### src/rtl/ec_fe12_pow_s.sv
// ---------------------------------------------------------------------------
// ec_fe12_pow_s
//   Fp12 exponentiation o = a^pow using left-to-right square-and-multiply.
//   The Fp12 multiplication is done by an external multiplier. This block
//   sends it one operand pair at a time over a stream and waits for the
//   12-beat product before it sends the next pair.
//
// Ports
//   i_clk, i_rst_n          clock, asynchronous active-low reset
//   i_pow                   exponent, captured on the accepted sop input beat
//   i_pow_fe12_*            sink: base element a, 12 beats, c0 first
//   o_pow_fe12_*            source: result a^pow, 12 beats, c0 first
//   o_mul_fe12_*            source: multiplier operands, beat i = {b.ci, a.ci}
//   i_mul_fe12_*            sink: multiplier product, 12 beats, c0 first
//   Each stream carries val/rdy/dat/sop/eop/ctl.
// ---------------------------------------------------------------------------
module ec_fe12_pow_s #(
  parameter type FE_TYPE  = logic [15:0],
  parameter int  CTL_BITS = 12,
  parameter int  POW_BITS = 64
) (
  input  logic                         i_clk,
  input  logic                         i_rst_n,
  input  logic [POW_BITS-1:0]          i_pow,
  // base element input stream
  input  logic                         i_pow_fe12_val,
  output logic                         i_pow_fe12_rdy,
  input  logic [$bits(FE_TYPE)-1:0]    i_pow_fe12_dat,
  input  logic                         i_pow_fe12_sop,
  input  logic                         i_pow_fe12_eop,
  input  logic [CTL_BITS-1:0]          i_pow_fe12_ctl,
  // result output stream
  output logic                         o_pow_fe12_val,
  input  logic                         o_pow_fe12_rdy,
  output logic [$bits(FE_TYPE)-1:0]    o_pow_fe12_dat,
  output logic                         o_pow_fe12_sop,
  output logic                         o_pow_fe12_eop,
  output logic [CTL_BITS-1:0]          o_pow_fe12_ctl,
  // operands to the multiplier
  output logic                         o_mul_fe12_val,
  input  logic                         o_mul_fe12_rdy,
  output logic [2*$bits(FE_TYPE)-1:0]  o_mul_fe12_dat,
  output logic                         o_mul_fe12_sop,
  output logic                         o_mul_fe12_eop,
  output logic [CTL_BITS-1:0]          o_mul_fe12_ctl,
  // product from the multiplier
  input  logic                         i_mul_fe12_val,
  output logic                         i_mul_fe12_rdy,
  input  logic [$bits(FE_TYPE)-1:0]    i_mul_fe12_dat,
  input  logic                         i_mul_fe12_sop,
  input  logic                         i_mul_fe12_eop,
  input  logic [CTL_BITS-1:0]          i_mul_fe12_ctl
);

  localparam int FE_W  = $bits(FE_TYPE);
  localparam int REM_W = $clog2(POW_BITS + 1);

  typedef enum logic [2:0] {
    IDLE, LOAD, SCAN, SQR_TX, SQR_RX, MUL_TX, MUL_RX, OUT
  } state_e;

  state_e              state_q, state_d;
  logic [3:0]          cnt_q, cnt_d;
  // exp_q is consumed from its MSB. rem_q counts how many exponent bit
  // positions are still unconsumed. The two shift together, so exp_q is
  // zero again by the time rem_q reaches zero.
  logic [POW_BITS-1:0] exp_q, exp_d;
  logic [REM_W-1:0]    rem_q, rem_d;
  logic [CTL_BITS-1:0] ctl_q, ctl_d;
  logic                set_one;

  logic [FE_W-1:0]     base_q [0:11];
  logic [FE_W-1:0]     res_q  [0:11];

  logic in_fire, out_fire, mul_tx_fire, mul_rx_fire;

  // Sop/eop/ctl returned by the multiplier carry no information for this
  // block, and beat counting ignores the input eop flag.
  logic unused_ok;
  assign unused_ok = ^{i_pow_fe12_eop, i_mul_fe12_sop, i_mul_fe12_eop, i_mul_fe12_ctl};

  // Every handshake signal is decoded from registered state only. Output
  // valids therefore never depend combinationally on a downstream rdy.
  assign i_pow_fe12_rdy = (state_q == IDLE) || (state_q == LOAD);
  assign i_mul_fe12_rdy = (state_q == SQR_RX) || (state_q == MUL_RX);

  assign o_mul_fe12_val = (state_q == SQR_TX) || (state_q == MUL_TX);
  assign o_mul_fe12_dat = {((state_q == MUL_TX) ? base_q[cnt_q] : res_q[cnt_q]), res_q[cnt_q]};
  assign o_mul_fe12_sop = o_mul_fe12_val && (cnt_q == 4'd0);
  assign o_mul_fe12_eop = o_mul_fe12_val && (cnt_q == 4'd11);
  assign o_mul_fe12_ctl = ctl_q;

  assign o_pow_fe12_val = (state_q == OUT);
  assign o_pow_fe12_dat = res_q[cnt_q];
  assign o_pow_fe12_sop = o_pow_fe12_val && (cnt_q == 4'd0);
  assign o_pow_fe12_eop = o_pow_fe12_val && (cnt_q == 4'd11);
  assign o_pow_fe12_ctl = ctl_q;

  assign in_fire     = i_pow_fe12_val && i_pow_fe12_rdy;
  assign out_fire    = o_pow_fe12_val && o_pow_fe12_rdy;
  assign mul_tx_fire = o_mul_fe12_val && o_mul_fe12_rdy;
  assign mul_rx_fire = i_mul_fe12_val && i_mul_fe12_rdy;

  always_comb begin
    state_d = state_q;
    cnt_d   = cnt_q;
    exp_d   = exp_q;
    rem_d   = rem_q;
    ctl_d   = ctl_q;
    set_one = 1'b0;
    case (state_q)
      IDLE, LOAD: begin
        if (in_fire) begin
          if (i_pow_fe12_sop) begin
            exp_d = i_pow;
            ctl_d = i_pow_fe12_ctl;
            rem_d = REM_W'(POW_BITS);
          end
          if (cnt_q == 4'd11) begin
            cnt_d   = 4'd0;
            state_d = SCAN;
          end else begin
            cnt_d   = cnt_q + 4'd1;
            state_d = LOAD;
          end
        end
      end
      SCAN: begin
        if (exp_q == '0) begin
          set_one = 1'b1;
          state_d = OUT;
        end else begin
          // Skip the leading zeros. The leading one needs no multiplication
          // because res already holds a.
          exp_d = exp_q << 1;
          rem_d = rem_q - REM_W'(1);
          if (exp_q[POW_BITS-1]) begin
            state_d = (rem_q == REM_W'(1)) ? OUT : SQR_TX;
          end
        end
      end
      SQR_TX, MUL_TX: begin
        if (mul_tx_fire) begin
          if (cnt_q == 4'd11) begin
            cnt_d   = 4'd0;
            state_d = (state_q == SQR_TX) ? SQR_RX : MUL_RX;
          end else begin
            cnt_d = cnt_q + 4'd1;
          end
        end
      end
      SQR_RX, MUL_RX: begin
        if (mul_rx_fire) begin
          if (cnt_q == 4'd11) begin
            cnt_d = 4'd0;
            if ((state_q == SQR_RX) && exp_q[POW_BITS-1]) begin
              state_d = MUL_TX;
            end else begin
              exp_d   = exp_q << 1;
              rem_d   = rem_q - REM_W'(1);
              state_d = (rem_q == REM_W'(1)) ? OUT : SQR_TX;
            end
          end else begin
            cnt_d = cnt_q + 4'd1;
          end
        end
      end
      OUT: begin
        if (out_fire) begin
          if (cnt_q == 4'd11) begin
            cnt_d   = 4'd0;
            state_d = IDLE;
          end else begin
            cnt_d = cnt_q + 4'd1;
          end
        end
      end
      default: state_d = IDLE;
    endcase
  end

  always_ff @(posedge i_clk or negedge i_rst_n) begin
    if (!i_rst_n) begin
      state_q <= IDLE;
      cnt_q   <= '0;
      exp_q   <= '0;
      rem_q   <= '0;
      ctl_q   <= '0;
    end else begin
      state_q <= state_d;
      cnt_q   <= cnt_d;
      exp_q   <= exp_d;
      rem_q   <= rem_d;
      ctl_q   <= ctl_d;
    end
  end

  // The element buffers are datapath storage and have no reset. A new run
  // rewrites every entry before any entry is read.
  always_ff @(posedge i_clk) begin
    if (in_fire) begin
      base_q[cnt_q] <= i_pow_fe12_dat;
      res_q[cnt_q]  <= i_pow_fe12_dat;
    end else if (mul_rx_fire) begin
      res_q[cnt_q]  <= i_mul_fe12_dat;
    end else if (set_one) begin
      for (int i = 0; i < 12; i++) begin
        res_q[i] <= (i == 0) ? FE_W'(1) : '0;
      end
    end
  end

endmodule

### config.mk
export PLATFORM = sky130hd
export DESIGN_NAME = ec_fe12_pow_s
export DESIGN_NICKNAME = d
export VERILOG_FILES = /design/src/rtl/ec_fe12_pow_s.sv
export SDC_FILE = /design/constraint.sdc
export NUM_CORES = 1
export LEC_CHECK = 0
export CAP_MARGIN = 10
export CORE_MARGIN = 5
export CORE_UTILIZATION = 30
export CTS_CLUSTER_SIZE = 10
export DETAILED_ROUTE_END_ITERATION = 6
export GPL_TIMING_DRIVEN = 0
export SYNTH_ARGS = -nofsm -noshare
export SYNTH_HDL_FRONTEND = slang
export SYNTH_SLANG_ARGS = --single-unit
export TNS_END_PERCENT = 50
### constraint.sdc
create_clock -name i_clk -period 3.2 [get_ports i_clk]
set_input_delay 0.96 -clock i_clk [delete_from_list [all_inputs] [get_ports i_clk]]
set_output_delay 0.96 -clock i_clk [all_outputs]
set_load 0.01 [all_outputs]
==> results of run 1 <==
## registers in the layout, summed over array words and instances, names as in the netlist
register,flops
base_q,192
cnt_q,4
exp_q,64
o_mul_fe12_ctl,12
rem_q,7
res_q,256
state_q,3
## power by group through the flow
stage	Sequential, mW	Combinational (mW)	Clock [mW]
2_1_floorplan	10.3	9.02	0
3_3_place_gp	10.5	14.3	0
3_5_place_dp	10.7	14.5	0
4_1_cts	10.6	16.2	6.47
5_1_grt	10.8	18.4	6.76
6_report	10.6	17.4	6.34
## cell usage after synthesis (2+ instances only)
cell	number
or4_1	2
and2_1	5
nor3_1	4
buf_4	28
dfrtp_1	90
ha_1	6
nor4_1	17
nand2_1	251
nor3_2	2
and3_1	7
nand2b_1	6
mux2_4	37
dfxtp_1	192
and3b_1	3
buf_1	8
clkbuf_1	79
mux2i_1	50
or3_1	2
mux4_2	112
o22ai_1	32
o21ai_0	24
a211oi_1	160
a21oi_1	37
edfxtp_1	256
buf_2	59
o21ai_1	2
o31ai_1	4
o211ai_1	20
nor2_1	227
a22o_1	4
inv_1	27
nor3b_1	2
mux2_2	56
a31oi_1	2
buf_6	5
nand4_1	4
nand3_1	7
## routing by layer
metal | vias to the layer above | GRT usage, % | part of all wire, %
li1 | 7390 | - | -
met1 | 8345 | 21.4 | 40
met2 | 670 | 27.1 | 47
met3 | 121 | 4.94 | 8.8
met4 | 2 | 5.87 | 3.3
met5 | - | 0.291 | 0.038
## stage by stage
step / TNS, ns / std cells / hold WS [ns] / area [um^2] / setup WS (ns)
after floorplan: 0 / 1844 / 0.432 / 23300 / 0.165
after CTS: -26.97 / 3201 / 0.310 / 29400 / -0.728
final: -26.42 / 3219 / 0.315 / 30000 / -0.718
after global routing: -29.64 / 3219 / 0.342 / 30000 / -0.753
after detailed placement: -331.23 / 3088 / 0.447 / 26700 / -1.59
after global placement: -626.46 / 3078 / 0.440 / 26600 / -2.43
## worst register-to-register path: stages (launching register included)
cell	delay [ns]
dfrtp_2	0.41
buf_6	0.17
buf_4	0.15
buf_12	0.16
buf_12	0.17
inv_4	0.05
ha_4	0.16
buf_4	0.14
o21ai_1	0.31
or3_1	0.19
clkbuf_1	0.19
clkbuf_1	0.54
nand2_1	0.14
o22ai_1	0.14
## layout make-up
class | instances | share of cell area, %
buffer | 178 | 4.30
clock buffer | 84 | 5.49
clock inverter | 5 | 0.296
inverter | 27 | 0.347
multi-input combinational | 1100 | 31.0
sequential | 538 | 46.0
tap | 1040 | 4.34
timing repair buffer | 247 | 8.25
## kinds of logic (layout without fill, tap and decap cells)
family                   after synthesis  in the layout
AND/OR/NAND/NOR                      543            543
flip-flops                           538            538
AO/OA/AOI/OAI                        295            295
multiplexers                         255            255
buffers and inverters                206            541
adder cells (fa/ha/maj)                6              6
XOR/XNOR                               1              1
## worst max path at each step
| stage | slack, ns | startpoint | to | cells after the start |
|---|---|---|---|---|
| after CTS | -0.73 | cnt_q[0] | o_pow_fe12_dat[8] | 9 |
| after detailed placement | -1.59 | cnt_q[1] | o_mul_fe12_dat[28] | 9 |
| after global routing | -0.75 | cnt_q[0] | o_mul_fe12_dat[16] | 9 |
| after global placement | -2.43 | i_rst_n | o_mul_fe12_ctl[0] | 1 |
| after floorplan | 0.17 | cnt_q[0] | o_mul_fe12_dat[16] | 8 |
| final | -0.72 | cnt_q[0] | o_mul_fe12_dat[26] | 9 |
## timing repair
item	4_1_cts	5_1_grt
gates cloned	1	6
resized for setup	430	122
buffers inserted	24	14
setup endpoints to repair	406	208
pin swaps	10	14
## cells in the final DEF (no fill, tap or decap), drive strengths merged, types with 7 or more instances in the layout
cell type and count:
edfxtp 256, nand2 251, nor2 227, buf 194, dfxtp 192, clkbuf 168, a211oi 160, clkdlybuf4s50 141
mux4 112, mux2 93, dfrtp 90, mux2i 50, a21oi 38, o22ai 32, inv 28, o21ai 26
o211ai 20, nor4 18, nand3 7, and3 7
==> results by group, run 1 <==
Synthesis
  – Synth Flop Type: edfxtp_1
  – Ys async rst share: 16.7%
  – Synth cell types: 52
  – Mean Syn Cell Area: 12.6 um^2
  – Seq/Total Area, Yosys: 59.1%
  – Synth top area cells: edfxtp_1 33%, dfxtp_1 16%, mux4_2 11%
  – Post-Synth Simple-Gate Area: 9.54%
  – Number of synthesized flops with an enable pin: 256
  – Mapped Cells: 1,844
  – Adder-cell share of the synthesized area: 0.322%
  – Multiplexer area fraction after synthesis: 18.0%
  – Number of synthesized register bits: 538
  – Area share of the largest cell type after synthesis: 33.0%
  – Post-synth top area cell: edfxtp_1
  – Ys Warns: 0
  – Post-synthesis xor/xnor area fraction: 0.0376%
  – Complex-gate fraction of the synthesized area: 8.71%
  – Main combinational cell family by area after synthesis: multiplexers
  – Mapped Area: 23,300 um^2
  – Net Count, Synth: 1,980

Worst setup path
  – Crit Path Class: reg2out
  – CP Capture Type: output pin
  – Worst reg2reg path depth: 13
  – Critical R2R Launch: cnt_q[0]
  – Crit path required time: 2.24 ns
  – Crit Reg-Reg Endpoint: res_q[0][6]
  – CP max-delay cell: mux4_2
  – Worst Path Max Fanout: 6
  – Startpoint types: flop
  – Worst reg2reg setup slack: 0.20 ns
  – Crit-path cells: clkbuf_16, buf_12, buf_6, mux4_2, mux2_4, buf_6, o211ai_1, o21ai_2, buf_2
  – Critical path data arrival time: 2.96 ns
  – Worst Path Buf+Inv: 5
  – Slowest stage delay, CP: 0.47 ns
  – Delay-heaviest family, CP: multiplexers
  – Crit path top cell by count: buf_6

Timing
  – Final Max Tran Viols: 0
  – Clk_skew: 0.0390 ns
  – Final hold violations: 0
  – Minimum clock period: 3.92 ns
  – Measured slew at the worst slew-check pin: 1.02 ns
  – Final WS setup: -0.718 ns
  – Rel. slew slack: 32.0%
  – Fin crit share: 122%
  – FMAX: 255 MHz
  – RSZ-0062 raised after global routing: true
  – Final setup fails: 48

Clocking
  – Clk_lat worst skew: 0.64 ns
  – Clock tree buffer depth: 3
  – CTS tree: done
  – H-tree Lvls: 2
  – Clock-pin slew on the worst setup and hold paths: 0.06 ns
  – Cts hold-fix bufs: 0
  – Root Driver: clkbuf_16
  – CTS Buf Count: 61
  – Clock sinks: 538

Floorplanning
  – Starting Density: 30.2%
  – Total die area: 83,400 um^2
  – Die Span Y: 289 um
  – Io pins: 210
  – Die Wd: 289 um
  – Rows: 102
  – Core Area: 77,300 um^2

Layout
  – Storage cell area: 13,800 um^2
  – N_diodes: 0
  – Footprint of the multi-input gates: 9280 um^2
  – Fillers: 7,361
  – Layout Nets: 2,289
  – Layout Utilization: 38.7%
  – Layout cells sized above 1: 28.4%
  – P&R area growth vs syn: 28.5%

Power and ir drop
  – Max IR drop VDD: 0.937 mV
  – Seq pwr share: 30.8%
  – Pint: 21.6 mW
  – Total power per unit cell area: 1150 nW/um^2
  – Clock power frac: 18.5%
  – P_leak: 11.1 nW
  – Logic gate share of total power: 50.8%
  – Power Total: 34.4 mW
  – Psw: 12.8 mW
  – Net switching fraction of the power: 37.2%

Run status
  – Status: finished with violations
  – Failing checks: setup timing

Worst hold path
  – Worst Hold Class: in2async

Run
  – Max_cap viols: 0

Routing
  – Vias per inst: 5.13
  – Post-route ant nets: 0
  – Final wirelength: 73.1 mm
  – Remaining DRCs: 0
  – Drt first-iter violations: 1,556
  – Vias post-DR: 16.5k
  – First drt pass iteration count: 6
  – WL/cell: 22.7 um

Placement
  – GP Congestion: 0.950
  – Post-DP HPWL: 50.2 mm
  – IO buf count: 194

Global routing
  – Vias in the first global route: 17.1k
  – Largest net degree at the start of global routing: 57
  – Remaining global-route overflow: 0
  – First-pass GRT wire length: 107 mm
  – GRT Util Overall: 16.7%
  – Initial antenna violation count: 0
Note: power is estimated with default switching activity, not from simulation.
==> run 2: changes to the inputs <==
--- a/config.mk
+++ b/config.mk
@@ -11,6 +11,7 @@
 export CTS_CLUSTER_SIZE = 10
 export DETAILED_ROUTE_END_ITERATION = 6
 export GPL_TIMING_DRIVEN = 0
+export HOLD_SLACK_MARGIN = 0.1
 export SYNTH_ARGS = -nofsm -noshare
 export SYNTH_HDL_FRONTEND = slang
 export SYNTH_SLANG_ARGS = --single-unit
==> constraint.sdc (replaced) <==
create_clock -name i_clk -period 3.2 [get_ports i_clk]
set_input_delay 0.32 -clock i_clk [delete_from_list [all_inputs] [get_ports i_clk]]
set_output_delay 0.32 -clock i_clk [all_outputs]
set_load 0.01 [all_outputs]
==> run 2 against run 1 <==
Against the previous run:
- count of clock-buffer cells in the layout did not move
- final area shrank 1.2%
- critical path type unchanged
- setup slack better by 0.59 ns
- global-route usage about the same
- the flow still finishes with violations (setup timing)
- largest cell class unchanged
- wire length shrank 0.56%
- non-clock buffer count down 11
==> results by group, run 2 (synthesis gave the netlist of run 1 again) <==
Floorplanning
  – Rows: 102 (unchanged)
  – Io pins: 210 (unchanged)
  – Starting Density: 30.2% (unchanged)
  – Die Wd: 289 um (unchanged)
  – Core Area: 77,300 um^2 (unchanged)
  – Total die area: 83,400 um^2 (unchanged)
  – Die Span Y: 289 um (unchanged)

Timing
  – FMAX: 300 MHz (+18%)
  – Clk_skew: 0.0392 ns (+0.000182 ns)
  – Final WS setup: -0.132 ns (+0.585 ns)
  – Hold WS: 0.238 ns (-0.0770 ns)
  – Rel. slew slack: 27.5% (-4.5 points)
  – Fin crit share: 104% (-18 points)
  – Final hold violations: 0 (unchanged)
  – RSZ-0062 raised after global routing: true
  – Final setup fails: 26 (-46%)
  – Setup_tns: -1.62 ns (+24.80 ns)
  – Minimum clock period: 3.33 ns (-0.585 ns)
  – Final Max Tran Viols: 0 (unchanged)
  – Measured slew at the worst slew-check pin: 1.09 ns (+0.0679 ns)

Clocking
  – Clock tree buffer depth: 3 (unchanged)
  – Clock sinks: 538 (unchanged)
  – Root Driver: clkbuf_16
  – H-tree Lvls: 2 (unchanged)
  – CTS tree: done
  – CTS Buf Count: 61 (unchanged)
  – Clk_lat worst skew: 0.63 ns (about the same)
  – Clock-pin slew on the worst setup and hold paths: 0.06 ns (about the same)

Layout
  – Layout cells sized above 1: 25.6% (-2.8 points)
  – Commonest non-fill, non-tap cells in the layout: 256 x edfxtp_1, 250 x nand2_1, 206 x nor2_1
  – Most common cell after layout, fill and taps aside: edfxtp_1
  – Leading registers by flop count: res_q x256, base_q x192, exp_q x64
  – Final Cell Area: 29,600 um^2 (-1.2%)
  – Layout Nets: 2,278 (-0.48%)
  – P&R area growth vs syn: 26.9%
  – Largest register FFs: 256 (unchanged)
  – Biggest register: res_q

Global routing
  – Remaining global-route overflow: 0 (unchanged)
  – Vias in the first global route: 17.2k (+0.38%)
  – First-pass GRT wire length: 106 mm (-0.12%)
  – Largest net degree at the start of global routing: 57 (unchanged)
  – Initial antenna violation count: 0 (unchanged)
  – GRT Util Overall: 16.7% (-0.024 points)

Worst setup path
  – Startpoint types: flop
  – Crit Path Class: reg2out
  – Crit path required time: 2.88 ns (+0.64 ns)
  – Critical path data arrival time: 3.01 ns (+0.05 ns)
  – Worst Path Max Fanout: 6 (unchanged)
  – Critical R2R Launch: cnt_q[0]
  – CP Capture Type: output pin
  – Worst setup path startpoint: cnt_q[0]

Routing
  – Vias post-DR: 16.5k (-0.024%)
  – Final wirelength: 72.7 mm (-0.56%)
  – Remaining DRCs: 0 (unchanged)
  – Post-route ant nets: 0 (unchanged)
  – First drt pass iteration count: 6 (unchanged)
  – Vias per inst: 5.15 (+0.29%)
  – WL/cell: 22.6 um (-0.25%)
  – Drt first-iter violations: 1,657 (+6.5%)

Power and ir drop
  – P_leak: 11.0 nW (-1.3%)
  – Max IR drop VDD: 0.877 mV (-6.4%)
  – Seq pwr share: 31.6% (+0.8 points)
  – Pint: 21.0 mW (-2.7%)
  – Clock power frac: 18.9% (+0.4 points)
  – Power Total: 33.5 mW (-2.6%)
  – Net switching fraction of the power: 37.3% (+0.057 points)
  – Psw: 12.5 mW (-2.4%)
  – Total power per unit cell area: 1130 nW/um^2 (-1.4%)
  – Logic gate share of total power: 49.5% (-1.3 points)

Placement
  – Post-DP HPWL: 50.2 mm (unchanged)
  – DP Worst Slack: -0.948 ns (+0.640 ns)
  – Post-DP Area: 26,700 um^2 (unchanged)
  – GP Congestion: 0.950 (unchanged)
  – IO buf count: 194 (unchanged)

Run status
  – Failing checks: setup timing
  – Status: finished with violations

Run
  – Max_cap viols: 0 (unchanged)

Worst hold path
  – Worst Hold Class: in2async
## run 2: cell types whose count changed in the layout (fill, tap and decap cells not counted), sizes merged
cell           before  now
clkdlybuf4s50     141  143
dlymetal6s2s        0    2
buf               194  153
diode               0    1
dlygate4sd3         0    1
clkbuf            168  175
clkdlybuf4s15       1    6
dlygate4sd2         5   18
## run 2: final timing paths
path                                       to  slack [ns]  cells after the start
max in group asynchronous  o_mul_fe12_ctl[11]        2.29                      3
max reg2reg                      res_q[4][11]        0.06                     10
min                                 exp_q[14]        0.24                      2
min reg2reg                       res_q[0][9]        0.46                      2
min in group i_clk                   exp_q[0]        0.28                      3
max                        o_mul_fe12_dat[30]       -0.13                     10
## run 2: final cells by class
cell class	instances	area (um^2)
Fill cell	7407	47700
Sequential cell	538	13800
Multi-Input combinational cell	1100	9120
Timing Repair Buffer	235	2320
Clock buffer	84	1640
Tap cell	1040	1300
Buffer	179	1240
Inverter	27	101
Clock inverter	5	88.8
Antenna cell	1	2.50
## run 2: power by group through the flow
stage	combinational [mW]	sequential (mW)	clock, mW
floorplan	9.02	10.3	0
CTS	15.8	10.5	6.47
global placement	14.3	10.5	0
detailed placement	14.5	10.7	0
finish	16.6	10.6	6.34
global route	17.5	10.8	6.75
## run 2: what timing repair did
action | in CTS | in global routing
buffers inserted | 17 | 8
hold buffers | 1 | 0
cloned | 1 | 5
setup endpoints to repair | 318 | 124
pin swaps | 2 | 4
hold endpoints to repair | 34 | 0
gates resized for setup | 311 | 82
## run 2: worst max-delay path: stages, from the launching register on
cell       delay (ns)
dfrtp_2          0.45
clkbuf_16        0.21
buf_4            0.16
buf_12           0.13
mux4_2           0.55
mux2i_2          0.20
buf_4            0.15
nor2_1           0.04
a21oi_1          0.13
o21ai_1          0.15
buf_2            0.21
## run 2: layer usage
layer	vias to the layer above	global-route usage (%)	part of all wire [%]	wire (um)
met1	8267	21.4	40	29100
met5	-	0	0.14	103
li1	7375	-	-	-
met3	124	4.94	9.1	6600
met4	2	6.07	3.2	2330
met2	756	27.0	48	34500
## run 2: through the flow
| stage | utilization (%) | std cells |
|---|---|---|
| after detailed placement | 34.6 | 3088 |
| after CTS | 37.9 | 3196 |
| final | 38.3 | 3209 |
| after floorplan | - | 1844 |
| after global placement | 34.4 | 3078 |
| after global routing | 38.3 | 3208 |
